### config.mk
export PLATFORM = sky130hd
export DESIGN_NAME = axi_arb_mon
export DESIGN_NICKNAME = d
export VERILOG_FILES = /design/src/rtl/axi_arb_mon.sv
export SDC_FILE = /design/constraint.sdc
export NUM_CORES = 1
export LEC_CHECK = 0
export CORE_ASPECT_RATIO = 0.75
export CORE_MARGIN = 10
export CORE_UTILIZATION = 50
export CTS_CLUSTER_SIZE = 8
export DETAILED_ROUTE_END_ITERATION = 12
export GPL_TIMING_DRIVEN = 0
export PLACE_DENSITY_LB_ADDON = 0.12
export SLEW_MARGIN = 20
export SYNTH_ARGS = -nofsm -noshare
export SYNTH_HDL_FRONTEND = slang
export SYNTH_SLANG_ARGS = --single-unit
### constraint.sdc
create_clock -name clk -period 8.15 [get_ports clk]
set_input_delay 1.63 -clock clk [delete_from_list [all_inputs] [get_ports clk]]
set_output_delay 1.63 -clock clk [all_outputs]
set_load 0.005 [all_outputs]
### src/rtl/axi_arb_mon.sv
// Passive monitor for an AXI address-channel arbiter: checks every grant against
// the selected arbitration policy and reports registered, sticky and counted violations.
module axi_arb_mon #(
  parameter int NUM_CH = 3,
  parameter int CNT_W  = 16,
  parameter int ECNT_W = 16
) (
  input  logic                        clk,
  input  logic                        rst,
  input  logic                        arb_en,
  input  logic [1:0]                  arb_mode,
  input  logic [NUM_CH*CNT_W-1:0]     weight,
  input  logic [NUM_CH-1:0]           valid,
  input  logic [NUM_CH-1:0]           ready,
  input  logic                        clr,
  output logic [4:0]                  err_pulse,
  output logic [4:0]                  err_sticky,
  output logic [ECNT_W-1:0]           err_cnt,
  output logic [$clog2(NUM_CH)-1:0]   last_ch
);

  localparam int LW = $clog2(NUM_CH);

  function automatic logic [CNT_W-1:0] sat_inc_run(input logic [CNT_W-1:0] v);
    return (&v) ? v : v + CNT_W'(1);
  endfunction

  function automatic logic [ECNT_W-1:0] sat_inc_err(input logic [ECNT_W-1:0] v);
    return (&v) ? v : v + ECNT_W'(1);
  endfunction

  logic [NUM_CH-1:0] suc;
  logic [NUM_CH-1:0] lower_mask;
  logic [NUM_CH-1:0] between_mask;
  logic [NUM_CH-1:0] others_mask;
  logic [LW-1:0]     gidx;
  logic              any_suc;
  logic              multi;
  logic [CNT_W-1:0]  thr;
  logic [CNT_W-1:0]  run_cnt;
  logic [4:0]        err_next;
  logic [1:0]        mode_q;
  logic              en_q;
  int                n_suc;
  int                off_g;
  int                off_i;

  always_comb begin
    suc          = valid & ready;
    gidx         = '0;
    any_suc      = 1'b0;
    n_suc        = 0;
    lower_mask   = '0;
    between_mask = '0;
    for (int i = NUM_CH - 1; i >= 0; i--) begin
      if (suc[i]) begin
        gidx    = LW'(i);
        any_suc = 1'b1;
        n_suc   = n_suc + 1;
      end
    end
    multi = (n_suc > 1);

    // Cyclic distance from last_ch; a repeat grant to last_ch spans the whole ring.
    off_g = int'(gidx) - int'(last_ch);
    if (off_g <= 0) off_g = off_g + NUM_CH;
    for (int i = 0; i < NUM_CH; i++) begin
      off_i = i - int'(last_ch);
      if (off_i < 0) off_i = off_i + NUM_CH;
      between_mask[i] = (off_i != 0) && (off_i < off_g);
      lower_mask[i]   = (i < int'(gidx));
    end
    others_mask = valid & ~(NUM_CH'(1) << gidx);

    thr = weight[int'(gidx)*CNT_W +: CNT_W];
    if (thr == '0) thr = CNT_W'(1);

    err_next    = '0;
    err_next[0] = multi;
    err_next[1] = !arb_en && |(suc >> 1);
    if (arb_en && any_suc) begin
      case (arb_mode)
        2'd0: err_next[2] = |(valid & lower_mask);
        2'd1: err_next[3] = |(valid & between_mask);
        2'd2: begin
          if (gidx != last_ch) err_next[3] = |(valid & between_mask);
          else                 err_next[4] = (run_cnt >= thr) && |others_mask;
        end
        default: ;
      endcase
    end
  end

  always_ff @(posedge clk) begin
    mode_q <= arb_mode;
    en_q   <= arb_en;
  end

  // Registered report stage: pulse, sticky and count all reflect the same grant cycle.
  always_ff @(posedge clk) begin
    if (rst) begin
      err_pulse  <= '0;
      err_sticky <= '0;
      err_cnt    <= '0;
      last_ch    <= LW'(NUM_CH - 1);
      run_cnt    <= '0;
    end else begin
      err_pulse  <= err_next;
      err_sticky <= (clr ? 5'b0 : err_sticky) | err_next;
      if (err_next != 5'b0)  err_cnt <= sat_inc_err(clr ? '0 : err_cnt);
      else if (clr)          err_cnt <= '0;
      if (any_suc) last_ch <= gidx;
      if ((mode_q != arb_mode) || (en_q != arb_en)) run_cnt <= '0;
      else if (arb_en && (arb_mode == 2'd2) && any_suc)
        run_cnt <= (gidx != last_ch) ? CNT_W'(1) : sat_inc_run(run_cnt);
    end
  end

endmodule

; After elaboration in Yosys (flattened, before gate mapping)
; Index checks and enable logic that the tools add are counted.
[classes]
add_sub_neg = 12
n_mul = 0
n_div = 0
n_lt_le_gt_ge = 12
n_eq_ne = 6
shifts = 2
n_mux = 26
bitwise_logic = 6
reduce_logical = 24
[ops]
columns = cell, count
row1 = $mux W32, 6
row2 = $lt A32 B32 Y1, 3
row3 = $mux W16, 6
row4 = $reduce_bool A32 Y1, 3
row5 = $add A32 B2 Y32 const B, 2
row6 = $shiftx A48 B7 Y16, 1
row7 = $add A16 B1 Y16 const B, 2
row8 = $gt A32 B2 Y1 const B, 1
row9 = $reduce_and A16 Y1, 2
row10 = $add A3 B3 Y4 const B, 4
row11 = $ge A16 B16 Y1, 1
row12 = $logic_not A16 Y1, 1
row13 = $and A3 B3 Y3, 4
row14 = $lt A3 B1 Y1 const B, 3
row15 = $reduce_or A3 Y1, 3
row16 = $logic_and A1 B1 Y1, 8
row17 = $mux W1, 8
row18 = $mux W2, 3
row19 = $sub A1 B2 Y3 const A, 2
row20 = $mux W5, 1
row21 = $or A5 B5 Y5, 1
row22 = $reduce_bool A5 Y1, 1
row23 = $lt A1 B2 Y1 const A, 2
row24 = $ne A2 B2 Y1, 2
row25 = 17 further kinds, 18
[totals]
reg_bits = 47
latch_bits = 0
ram_bits = 0
romBits = 0
n_memories = 0

; Logic depth before layout (Yosys ltp)
; Gate-level depths: netlist of run 1.
[depth]
ltp_word = 16
depth_mapped = 22

; Worst setup path after synthesis of run 1
; Ideal clock, no wire load.
[synth_timing]
kind = in2reg
start = input port valid[1]
end = register err_cnt[11]
setup_time_ns = 0.070
arrival_ns = 5.294
slack_ns = 2.786
stages = 21
path_buffers = 2
path_cell_list = nand2_1 -> ha_1 -> buf_6 -> a21boi_4 -> xnor2_2 -> ha_1 -> inv_1 -> ha_1 -> inv_1 -> ha_1 -> inv_1 -> mux2_2 -> ha_1 -> o21ai_0 -> a21oi_1 -> nor3_1 -> o211ai_1 -> and4_4 -> buf_6 -> or4b_1 -> a21oi_1
[synth_between]
elab_chain_cells = 15
word_cells_on_any_way = 47
[synth_rtl]
columns = item, line
row1 = "start, declared", 13  ; input logic [NUM_CH-1:0] valid,
row2 = $and A3 B3 Y3, 49  ; suc = valid & ready;
row3 = $mux W2 (2 in series), 56  ; if (suc[i]) begin
row4 = $sub A2 B2 Y3, 65  ; off_g = int'(gidx) - int'(last_ch);
row5 = $add A3 B3 Y4 / $le A3 B1 Y1 (equally long branches), 66  ; if (off_g <= 0) off_g = off_g + NUM_CH;
row6 = $mux W32, 66
row7 = $lt A32 B32 Y1, 70  ; between_mask[i] = (off_i != 0) && (off_i < off_g);
row8 = $logic_and A1 B1 Y1, 70
row9 = $and A3 B3 Y3, "84, 86"
row10 = $reduce_or A3 Y1, "84, 86"
row11 = $mux W1, 86  ; if (gidx != last_ch) err_next[3] = |(valid & between_mask);
row12 = $pmux W1 S2, 82  ; case (arb_mode)
row13 = $mux W3, 81  ; if (arb_en && any_suc) begin
row14 = $reduce_bool A5 Y1 (*), 110  ; if (err_next != 5'b0) err_cnt <= sat_inc_err(clr ? '0 : err_cnt);
row15 = $mux W16 (*), 110
row16 = "end signal, assigned", 110
row17 = "end, declared", 18  ; output logic [ECNT_W-1:0] err_cnt,
; Every way passes the cells marked *; elsewhere a longest branch is shown, timed or not.
; A chain may end at the register's enable or synchronous reset.

; Worst setup path in the final report of run 1
[layout_timing]
start = input port valid[1]
end = register err_cnt[14]
; Same word-level chain as after synthesis.

==> results by group, run 1 <==
Timing
  – Tcrit/Tclk final: between 70% and 80%
  – Fin. Hold Viols: 0
  – Setup TNS: 0 ns
  – RSZ-0062 raised after global routing: no
  – Final Max Slew Viols: 0
  – Worst Skew: around 0.013 ns
  – Fin crit period: 6.16 ns
  – Final setup margin: about 2 ns
  – Slew at the pin closest to its max-slew limit: slightly above 0.9 ns
  – Worst slew margin: 39.1%
  – F_max: 0.162 GHz
  – Setup Viol. Count Final: 0

Logic synthesis
  – Dominant synthesized flop cell: dfxtp_1
  – Yosys cell types: 61
  – Synth Area per Inst: 7.87 um^2
  – Cells after Synth: 458
  – Flop and latch count out of synthesis: 47
  – Post-synth EDFFs: 0
  – Synth top area share: 26.1%
  – Post-synth ARST share: 0%
  – Post-synthesis sequential area ratio: about a quarter
  – Area leader, netlist: dfxtp_1
  – Net count after synthesis: 560
  – Area contributors post-synth: dfxtp_1 26%, ha_1 15%, a21oi_1 5.4%
  – Yosys warnings: 0
  – Netlist Area Pre-Place: 3610 um^2

Clock tree
  – H-tree depth: 2
  – Maximum root-to-sink buffer count: 2
  – Cts hold-fix bufs: 0
  – CTS tree: done
  – TritonCTS Buffers: 5
  – Root Driver: clkbuf_8
  – Clk sinks: 47
  – Post-CTS Resized: 0
  – Clock Latency Late Sink: 0.30 ns
  – Post-CTS Setup Bufs: 0
  – CTS clock-pin slew for the worst setup and hold paths: around 0.10 ns

Detailed routing
  – Detail-routed net length per standard cell: about 16 um
  – Post-detailed-route count of antenna-violating nets: 0
  – Initial DRC Count: 280
  – DR pass1 iterations: 6
  – DRC violations left: 0
  – Via Count: 3725
  – Met2 WL: 4710 um
  – Met3 WL: 785 um
  – Highest metal used: met4
  – Vias/cell: roughly 5.7
  – Detailed Route WL: 10400 um
  – Met1 wire length: 4820 um

Critical path
  – CP bufs+invs: 6
  – Kind of end point of the critical path: flop
  – Family with the most delay on the worst path: buffers and inverters
  – Worst path most repeated cell: ha_1
  – Critical path class: primary input to flop
  – CP required: about 8.4 ns
  – Max FO, Critical Path: 10
  – CP startpoint kind: primary input
  – Max incr delay on CP: 0.51 ns
  – Worst Path Arrival: approximately 6.4 ns
  – Slowest-stage cell, CP: clkdlybuf4s50_1
  – Worst path cell trace: clkdlybuf4s50_1, nand2_1, ha_1, buf_6, a21boi_4, xnor2_2, ha_1, inv_1, ha_1, inv_1, ha_1, inv_1, mux2_2, ha_1, o21ai_0, a21oi_1, nor3_1, o211ai_1, nand4_1, clkbuf_1, a31oi_1, a311oi_1

Pwr
  – P_leak: 1.81 nW
  – Worst vdd ir: approximately 91 uV
  – Pwr Density: 120 nW/um^2

Floorplan
  – Width of the die: 118 um
  – Die extent in y: 93.5 um
  – Core Rows: 26
  – Starting Density: a little over half
  – I/O pin total: 88
  – Area of the core: just under 7000 um^2
  – Die area: ~11000 um^2

Cells and area
  – Final instance area: 4700 um^2
  – Diode count: 0
  – Syn-to-layout area delta: 30.4%
  – Share of cells above drive strength 1: 4.54%
  – Multi-input combinational cell area: 2450 um^2
  – Nets@finish: approximately 650
  – Most frequent cells in the layout: 85 x clkdlybuf4s50_1, 47 x dfxtp_1, 43 x nand2_1, 42 x nor2_1, 42 x ha_1
  – Sequential cell area: between 900 and 1000 um^2
  – Fillers: approximately 610
  – Commonest non-fill, non-tap cell in the layout: clkdlybuf4s50_1

Global routing
  – Total Routing Usage GR: 18.2%
  – Initial antenna violation count: 0
  – First-pass GRT wire length: 17300 um
  – Number of global-route vias before repair: about 3700
  – Gr ovfl total: 0
  – Largest net degree at the start of global routing: 17

Outcome
  – Status: completed

Placement
  – Placed cell area: 4580 um^2
  – Post-place setup slack: 1.73 ns
  – GP Congestion: 0.870
  – HPWL after DPL: 8490 um
  – I/O Buffers: 85

Min path
  – Hold Crit Class: flop to flop

Job
  – Max-Cap Viols: 0
==> worst min-delay path: cells and delay by family (launching register included) <==
family | cells | cell delay [ns]
simple gates | 1 | 0.06
compound gates | 1 | 0.06
flops | 1 | 0.32
==> layer usage <==
metal  track usage, %  vias up
li1                 -     1856
met1             22.7     1754
met2             30.3      109
met3             5.95        6
met4             3.39        0
met5                0        -
==> where the power goes <==
| part | switching (mW) | internal [mW] |
|---|---|---|
| clock network | 0.0842 | 0.0925 |
| logic | 0.0783 | 0.0733 |
| registers | 0.00311 | 0.233 |
| total | 0.166 | 0.399 |
==> final cells by class <==
type | instances | share of cell area, %
Tap cell | 98 | 2.61
Timing Repair Buffer | 85 | 18.1
Multi-Input combinational cell | 361 | 52.2
Clock buffer | 5 | 1.46
Clock inverter | 3 | 0.985
Sequential cell | 47 | 20.0
Buffer | 21 | 2.32
Inverter | 29 | 2.32
==> cells in the mapped netlist, types with 2 or more instances <==
cell and count:
and2_1 7, dfxtp_1 47, a21oi_1 39, nor2_1 42, ha_1 42, buf_4 2, nand3_1 12, o211ai_1 6
a2111oi_0 2, nand3b_1 3, o31ai_1 2, a211oi_1 6, clkbuf_1 16, nor2b_1 8, a22o_1 4, a21boi_0 2
and3_1 4, a31o_2 4, buf_6 3, xnor2_1 10, nand4_1 12, and4_1 4, nor4_1 6, nor3_1 11
o2111ai_1 3, or4_1 2, o21ai_1 2, inv_1 28, nor3b_1 2, a22oi_1 16, a31oi_1 7, a41o_1 2
or3_1 7, mux2i_1 4, o21a_1 3, nand2b_1 2, o21ai_0 15, xor2_1 6, nand2_1 43
==> metrics by stage <==
step,util [%],instances,hold slack (ns),power (mW)
after floorplan,-,458,0.462,0.329
after global placement,66.4,641,0.454,0.386
after detailed placement,66.4,641,0.470,0.391
after CTS,68.1,649,0.484,0.565
after global routing,68.2,649,0.496,0.596
final,68.2,649,0.483,0.564
==> cell families after synthesis <==
kind of cell	Yosys count	synth area share [%]
AND/OR/NAND/NOR	173	24.6
adder cells (fa/ha/maj)	42	14.6
AO/OA/AOI/OAI	124	22.9
buffers and inverters	50	6.04
XOR/XNOR	17	4.34
flip-flops	47	26.1
multiplexers	5	1.42
==> final timing paths <==
check             endpoint  cells after the start           from  slack (ns)
min          err_sticky[0]                      2  err_sticky[0]        0.48
max            err_cnt[14]                     22       valid[1]        1.99
max reg2reg    err_cnt[14]                     18     last_ch[0]        4.09
min reg2reg  err_sticky[0]                      2  err_sticky[0]        0.48
==> sequential cells by signal (all words and copies together), names as in the netlist <==
name,flops
en_q,1
run_cnt,16
err_cnt,16
mode_q,2
err_sticky,5
last_ch,2
err_pulse,5
Power figures use the tool's default switching activity.
==> run 2: changes to the inputs <==
==> constraint.sdc (replaced) <==
create_clock -name clk -period 5.95 [get_ports clk]
set_input_delay 1.19 -clock clk [delete_from_list [all_inputs] [get_ports clk]]
set_output_delay 1.19 -clock clk [all_outputs]
set_load 0.005 [all_outputs]
==> results by group, run 2 (same netlist as run 1, synthesis figures left out) <==
Clock tree
  – H-tree depth: 2 (unchanged)
  – CTS tree: done
  – CTS clock-pin slew for the worst setup and hold paths: 0.10 ns (about the same)
  – Clk sinks: 47 (unchanged)
  – Clock Latency Late Sink: 0.30 ns (about the same)
  – Root Driver: clkbuf_8
  – TritonCTS Buffers: 5 (unchanged)
  – Maximum root-to-sink buffer count: 2 (unchanged)

Pwr
  – Worst vdd ir: 125 uV (+37%)
  – Tot Pwr: 0.772 mW (+37%)
  – Net switching power: 0.225 mW (+36%)
  – Int Power: 0.546 mW (+37%)
  – P_leak: 1.82 nW (+0.35%)
  – Pwr Density: 164 nW/um^2 (+37%)
  – Sequential share of power: 41.9% (about the same)
  – Combinational Power Share: 26.9% (about the same)
  – Clk pwr share: 31.2% (about the same)
  – Sw Share: 29.2% (-0.15 points)

Timing
  – Final Max Slew Viols: 0 (unchanged)
  – Setup TNS: 0 ns (unchanged)
  – Hold Slack: 0.483 ns (+0.0000940 ns)
  – Slew at the pin closest to its max-slew limit: 0.921 ns (+0.0120 ns)
  – Fin crit period: roughly 5.6 ns
  – Fin. Hold Viols: 0 (unchanged)
  – Worst Skew: 0.0131 ns (-0.000354 ns)
  – Tcrit/Tclk final: 94.5%
  – F_max: 0.178 GHz
  – RSZ-0062 raised after global routing: no
  – Worst slew margin: 38.3% (-0.81 points)
  – Setup Viol. Count Final: 0 (unchanged)

Floorplan
  – Width of the die: 118 um (unchanged)
  – Die area: 11000 um^2 (unchanged)
  – I/O pin total: 88 (unchanged)
  – Starting Density: 52.3% (unchanged)
  – Area of the core: 6900 um^2 (unchanged)
  – Core Rows: 26 (unchanged)
  – Die extent in y: 93.5 um (unchanged)

Cells and area
  – Fillers: 609 (+0.16%)
  – Commonest non-fill, non-tap cell in the layout: clkdlybuf4s50_1
  – Nets@finish: 652 (unchanged)
  – Diode count: 0 (unchanged)
  – Final core utilization: 68.2% (about the same)
  – Most frequent cells in the layout: 85 x clkdlybuf4s50_1, 47 x dfxtp_1, 43 x nand2_1, 42 x nor2_1, 42 x ha_1
  – Syn-to-layout area delta: 30.4% (about the same)
  – Final instance area: 4700 um^2 (about the same)
  – Share of cells above drive strength 1: 4.90% (+0.36 points)
  – Regs by FF count: err_cnt: 16 flops, run_cnt: 16 flops

Critical path
  – CP startpoint kind: primary input
  – Critical path class: primary input to flop
  – Worst Path Arrival: 5.86 ns (-0.51 ns)
  – Max FO, Critical Path: 10 (unchanged)
  – Kind of end point of the critical path: flop
  – Crit path from: valid[1]
  – R2r startpoint: last_ch[0]
  – Critical Path Sink: err_cnt[11]
  – RR Endpoint: err_cnt[11]
  – Reg-to-reg slack, setup: 2.00 ns (-2.09 ns)
  – CP required: 6.19 ns (-2.18 ns)
  – R2R depth: 18 (unchanged)

Detailed routing
  – Detail-routed net length per standard cell: 16.0 um (-0.15%)
  – Vias/cell: 5.77 (+0.54%)
  – Post-detailed-route count of antenna-violating nets: 0 (unchanged)
  – DRC violations left: 0 (unchanged)
  – Detailed Route WL: 10400 um (-0.15%)
  – DR pass1 iterations: 5 (-1)
  – Via Count: 3745 (+0.54%)
  – Initial DRC Count: 309 (+10%)

Global routing
  – Initial antenna violation count: 0 (unchanged)
  – Largest net degree at the start of global routing: 17 (unchanged)
  – Total Routing Usage GR: 18.2% (unchanged)
  – First-pass GRT wire length: 17300 um (unchanged)
  – Gr ovfl total: 0 (unchanged)
  – Number of global-route vias before repair: 3657 (unchanged)

Job
  – Max-Cap Viols: 0 (unchanged)

Placement
  – HPWL after DPL: 8490 um (unchanged)
  – Placed cell area: 4580 um^2 (unchanged)
  – GP Congestion: 0.870 (unchanged)
  – I/O Buffers: 85 (unchanged)

Min path
  – Hold Crit Class: flop to flop
  – HP Start: err_sticky[0]

Outcome
  – Status: completed
## run 2: worst min-delay path by stage
stage | to | slack, ns | cells past startpoint
global route | err_sticky[3] | 0.50 | 2
detailed placement | err_sticky[3] | 0.47 | 2
CTS | err_sticky[3] | 0.48 | 2
floorplan | err_sticky[0] | 0.46 | 2
global placement | err_sticky[0] | 0.45 | 2
finish | err_sticky[0] | 0.48 | 2
## run 2: area by class of cell
class,count,area (um^2),share of cell area [%]
Timing Repair Buffer,85,851,18.1
Inverter,29,109,2.31
Clock inverter,3,46.3,0.984
Tap cell,98,123,2.61
Clock buffer,5,68.8,1.46
Multi-Input combinational cell,361,2450,52.2
Buffer,21,111,2.37
Sequential cell,47,941,20.0
## run 2: what timing repair did
item	in CTS	in global routing
endpoints found under the setup margin	0	7
hold buffers	0	0
setup buffers	0	0
gates resized for setup	0	4
## run 2: worst max-delay path: stages
cell and delay, ns:
clkdlybuf4s50_1 0.51, nand2_1 0.21, ha_1 0.28, buf_6 0.14, and2_1 0.13, clkbuf_1 0.17, clkbuf_1 0.26, a22oi_1 0.24
nor2_1 0.06, a21oi_1 0.23, nand4_1 0.12, o31ai_1 0.30, ha_1 0.17, nor3b_1 0.04, o21ai_0 0.17, a211oi_1 0.11
or4b_4 0.56, and4_4 0.21, buf_6 0.13, or4b_1 0.49, a21oi_1 0.14
## run 2: power by group through the flow
stage | registers, mW | logic, mW | clock network, mW
floorplan | 0.330 | 0.121 | 0
global placement | 0.330 | 0.199 | 0
detailed placement | 0.331 | 0.205 | 0
CTS | 0.323 | 0.206 | 0.244
global route | 0.324 | 0.233 | 0.259
finish | 0.323 | 0.208 | 0.241
## run 2: stage by stage
stage	std cells	worst slack [ns]
2_1_floorplan	458	1.03
3_3_place_gp	641	-0.0117
3_5_place_dp	641	-0.0287
4_1_cts	649	0.268
5_1_grt	649	0.0372
6_report	649	0.329
## run 2: routing by layer
metal | vias to the layer above | wire [um] | GRT usage [%]
li1 | 1858 | - | -
met1 | 1755 | 4740 | 22.7
met2 | 126 | 4690 | 30.3
met3 | 6 | 865 | 5.95
met4 | 0 | 65 | 3.39
met5 | - | 0 | 0
==> run 3: changes to the inputs <==
--- a/config.mk
+++ b/config.mk
@@ -10,8 +10,7 @@
 export CORE_UTILIZATION = 50
 export CTS_CLUSTER_SIZE = 8
 export DETAILED_ROUTE_END_ITERATION = 12
-export GPL_TIMING_DRIVEN = 0
-export PLACE_DENSITY_LB_ADDON = 0.12
+export PLACE_DENSITY = 0.82
 export SLEW_MARGIN = 20
 export SYNTH_ARGS = -nofsm -noshare
 export SYNTH_HDL_FRONTEND = slang
==> results by group, run 3 (same netlist as run 1, synthesis figures left out) <==
Pwr
  – P_leak: 1.82 nW (-0.21%)
  – Tot Pwr: 0.783 mW (+1.4%)
  – Pwr Density: 168 nW/um^2 (+2.1%)
  – Worst vdd ir: 90.4 uV (-28%)

Timing
  – Tcrit/Tclk final: 92.1% (-2.3 points)
  – Hold Slack: 0.471 ns (-0.0118 ns)
  – Worst slew margin: 33.2% (-5.0 points)
  – F_max: 0.182 GHz (+2.5%)
  – RSZ-0062 raised after global routing: no
  – Setup TNS: 0 ns (unchanged)
  – Final Max Slew Viols: 0 (unchanged)
  – Slew at the pin closest to its max-slew limit: 1.00 ns (+0.0791 ns)
  – Fin crit period: 5.48 ns (-0.138 ns)
  – Final setup margin: 0.467 ns (+0.138 ns)
  – Worst Skew: 0.00985 ns (-0.00326 ns)
  – Setup Viol. Count Final: 0 (unchanged)
  – Fin. Hold Viols: 0 (unchanged)

Detailed routing
  – Detail-routed net length per standard cell: 16.4 um (+3.0%)
  – DR pass1 iterations: 5 (unchanged)
  – Detailed Route WL: 10500 um (+1.1%)
  – Vias/cell: 5.96 (+3.2%)
  – Initial DRC Count: 272 (-12%)
  – Via Count: 3795 (+1.3%)
  – DRC violations left: 0 (unchanged)
  – Post-detailed-route count of antenna-violating nets: 0 (unchanged)

Placement
  – GP Congestion: 0.899 (+3.3%)
  – Inst Count DP: 629 (-1.9%)
  – Post-place setup slack: 0.199 ns (+0.228 ns)
  – HPWL after DPL: 8490 um (about the same)
  – I/O Buffers: 87 (+2.4%)
  – Placed cell area: 4540 um^2 (-0.79%)

Clock tree
  – Root Driver: clkbuf_8
  – Cts hold-fix bufs: 0 (unchanged)
  – H-tree depth: 2 (unchanged)
  – Post-CTS Resized: 0 (unchanged)
  – Clk sinks: 47 (unchanged)
  – Post-CTS Setup Bufs: 0 (unchanged)
  – CTS tree: done
  – Clock Latency Late Sink: 0.31 ns (about the same)
  – Maximum root-to-sink buffer count: 2 (unchanged)
  – CTS clock-pin slew for the worst setup and hold paths: 0.10 ns (about the same)
  – TritonCTS Buffers: 5 (unchanged)

Critical path
  – Family with the most delay on the worst path: adder cells
  – CP startpoint kind: primary input
  – CP required: 6.19 ns (about the same)
  – CP Depth: 21 (unchanged)
  – R2R depth: 17 (-1)
  – Worst Path Arrival: 5.73 ns (-0.13 ns)
  – Reg-to-reg slack, setup: 2.00 ns (about the same)
  – Worst path cell trace: clkdlybuf4s50_1, nand2_1, inv_1, ha_1, a21boi_4, xnor2_2, ha_1, inv_1, ha_1, inv_1, ha_1, inv_1, mux2_2, ha_1, o21ai_0, a21oi_1, nor3_1, o211ai_1, and4_4, or4b_1, a21oi_1
  – Max incr delay on CP: 0.50 ns (-0.06 ns)
  – Slowest-stage cell, CP: or4b_1
  – Max FO, Critical Path: 9 (-1)
  – CP bufs+invs: 5 (unchanged)
  – RR Endpoint: err_cnt[11]
  – Kind of end point of the critical path: flop
  – Worst path most repeated cell: ha_1
  – Critical path class: primary input to flop
  – R2r startpoint: last_ch[0]

Floorplan
  – Width of the die: 118 um (unchanged)
  – Die area: 11000 um^2 (unchanged)
  – Area of the core: 6900 um^2 (unchanged)
  – Core Rows: 26 (unchanged)
  – Starting Density: 52.3% (unchanged)
  – I/O pin total: 88 (unchanged)
  – Die extent in y: 93.5 um (unchanged)

Global routing
  – Gr ovfl total: 0 (unchanged)
  – Largest net degree at the start of global routing: 23 (+6)
  – First-pass GRT wire length: 17400 um (+0.36%)
  – Number of global-route vias before repair: 3754 (+2.7%)
  – Initial antenna violation count: 0 (unchanged)
  – Total Routing Usage GR: 18.3% (+0.13 points)

Cells and area
  – Final Non-Filler Cells: 637 (-1.8%)
  – Fillers: 606 (-0.49%)
  – Syn-to-layout area delta: 29.5%
  – Final instance area: 4670 um^2 (-0.69%)
  – Diode count: 0 (unchanged)
  – Nets@finish: 640 (-1.8%)
  – Commonest non-fill, non-tap cell in the layout: clkdlybuf4s50_1
  – Sequential cell area: 941 um^2 (unchanged)
  – Multi-input combinational cell area: 2450 um^2 (unchanged)
  – Regs by FF count: err_cnt: 16 flops, run_cnt: 16 flops
  – Share of cells above drive strength 1: 5.01% (+0.11 points)
  – Final core utilization: 67.7% (-0.47 points)
  – Most frequent cells in the layout: 87 x clkdlybuf4s50_1, 47 x dfxtp_1, 43 x nand2_1, 42 x nor2_1, 42 x ha_1

Job
  – Max-Cap Viols: 0 (unchanged)

Min path
  – Hold Crit Class: flop to flop
  – Hold endpoint: err_sticky[3]
  – HP Start: err_sticky[3]
  – Hold path cells: 2 (unchanged)

Outcome
  – Status: completed
-- run 3: cell types whose count changed in the layout (fill, tap and decap cells not counted) --
cell,delta
buf_4,+5
clkbuf_2,-2
buf_6,-3
clkdlybuf4s50_1,+2
clkinvlp_4,-1
clkbuf_1,-14
clkbuf_8,+1
-- run 3: worst reg2reg max path: cells and delay by family (launching register included) --
family / cells / cell delay, ns
compound gates: 4 / 0.60
fa+ha+maj: 5 / 1.16
flops: 1 / 0.51
buf+inv: 4 / 0.26
mux: 1 / 0.37
simple gates: 3 / 0.99
-- run 3: routing by layer --
metal / global-route usage, % / routed length (um)
met1: 21.8 / 4600
met5: 0 / 0
met4: 4.21 / 95
met3: 6.49 / 946
met2: 31.2 / 4840
-- run 3: area by class of cell --
type / count / area share, %
clock buffer: 6 / 1.77
clock inverter: 2 / 0.830
inverter: 29 / 2.33
multi-input combinational: 361 / 52.5
sequential: 47 / 20.1
tap: 98 / 2.63
timing repair buffer: 94 / 19.8
-- run 3: how the worst max path moves through the flow --
stage	endpoint	from	slack (ns)
finish	err_cnt[11]	valid[2]	0.47
global route	err_cnt[11]	valid[2]	0.24
CTS	err_cnt[11]	valid[2]	0.51
detailed placement	err_cnt[11]	valid[2]	0.20
global placement	err_cnt[11]	valid[1]	0.46
floorplan	err_cnt[11]	valid[1]	1.03
-- run 3: where the power goes --
part | leakage [nW] | switching [mW] | internal, mW | total [mW]
clock network | 0.0618 | 0.116 | 0.138 | 0.254
logic | 1.37 | 0.106 | 0.0995 | 0.205
registers | 0.381 | 0.00439 | 0.319 | 0.323
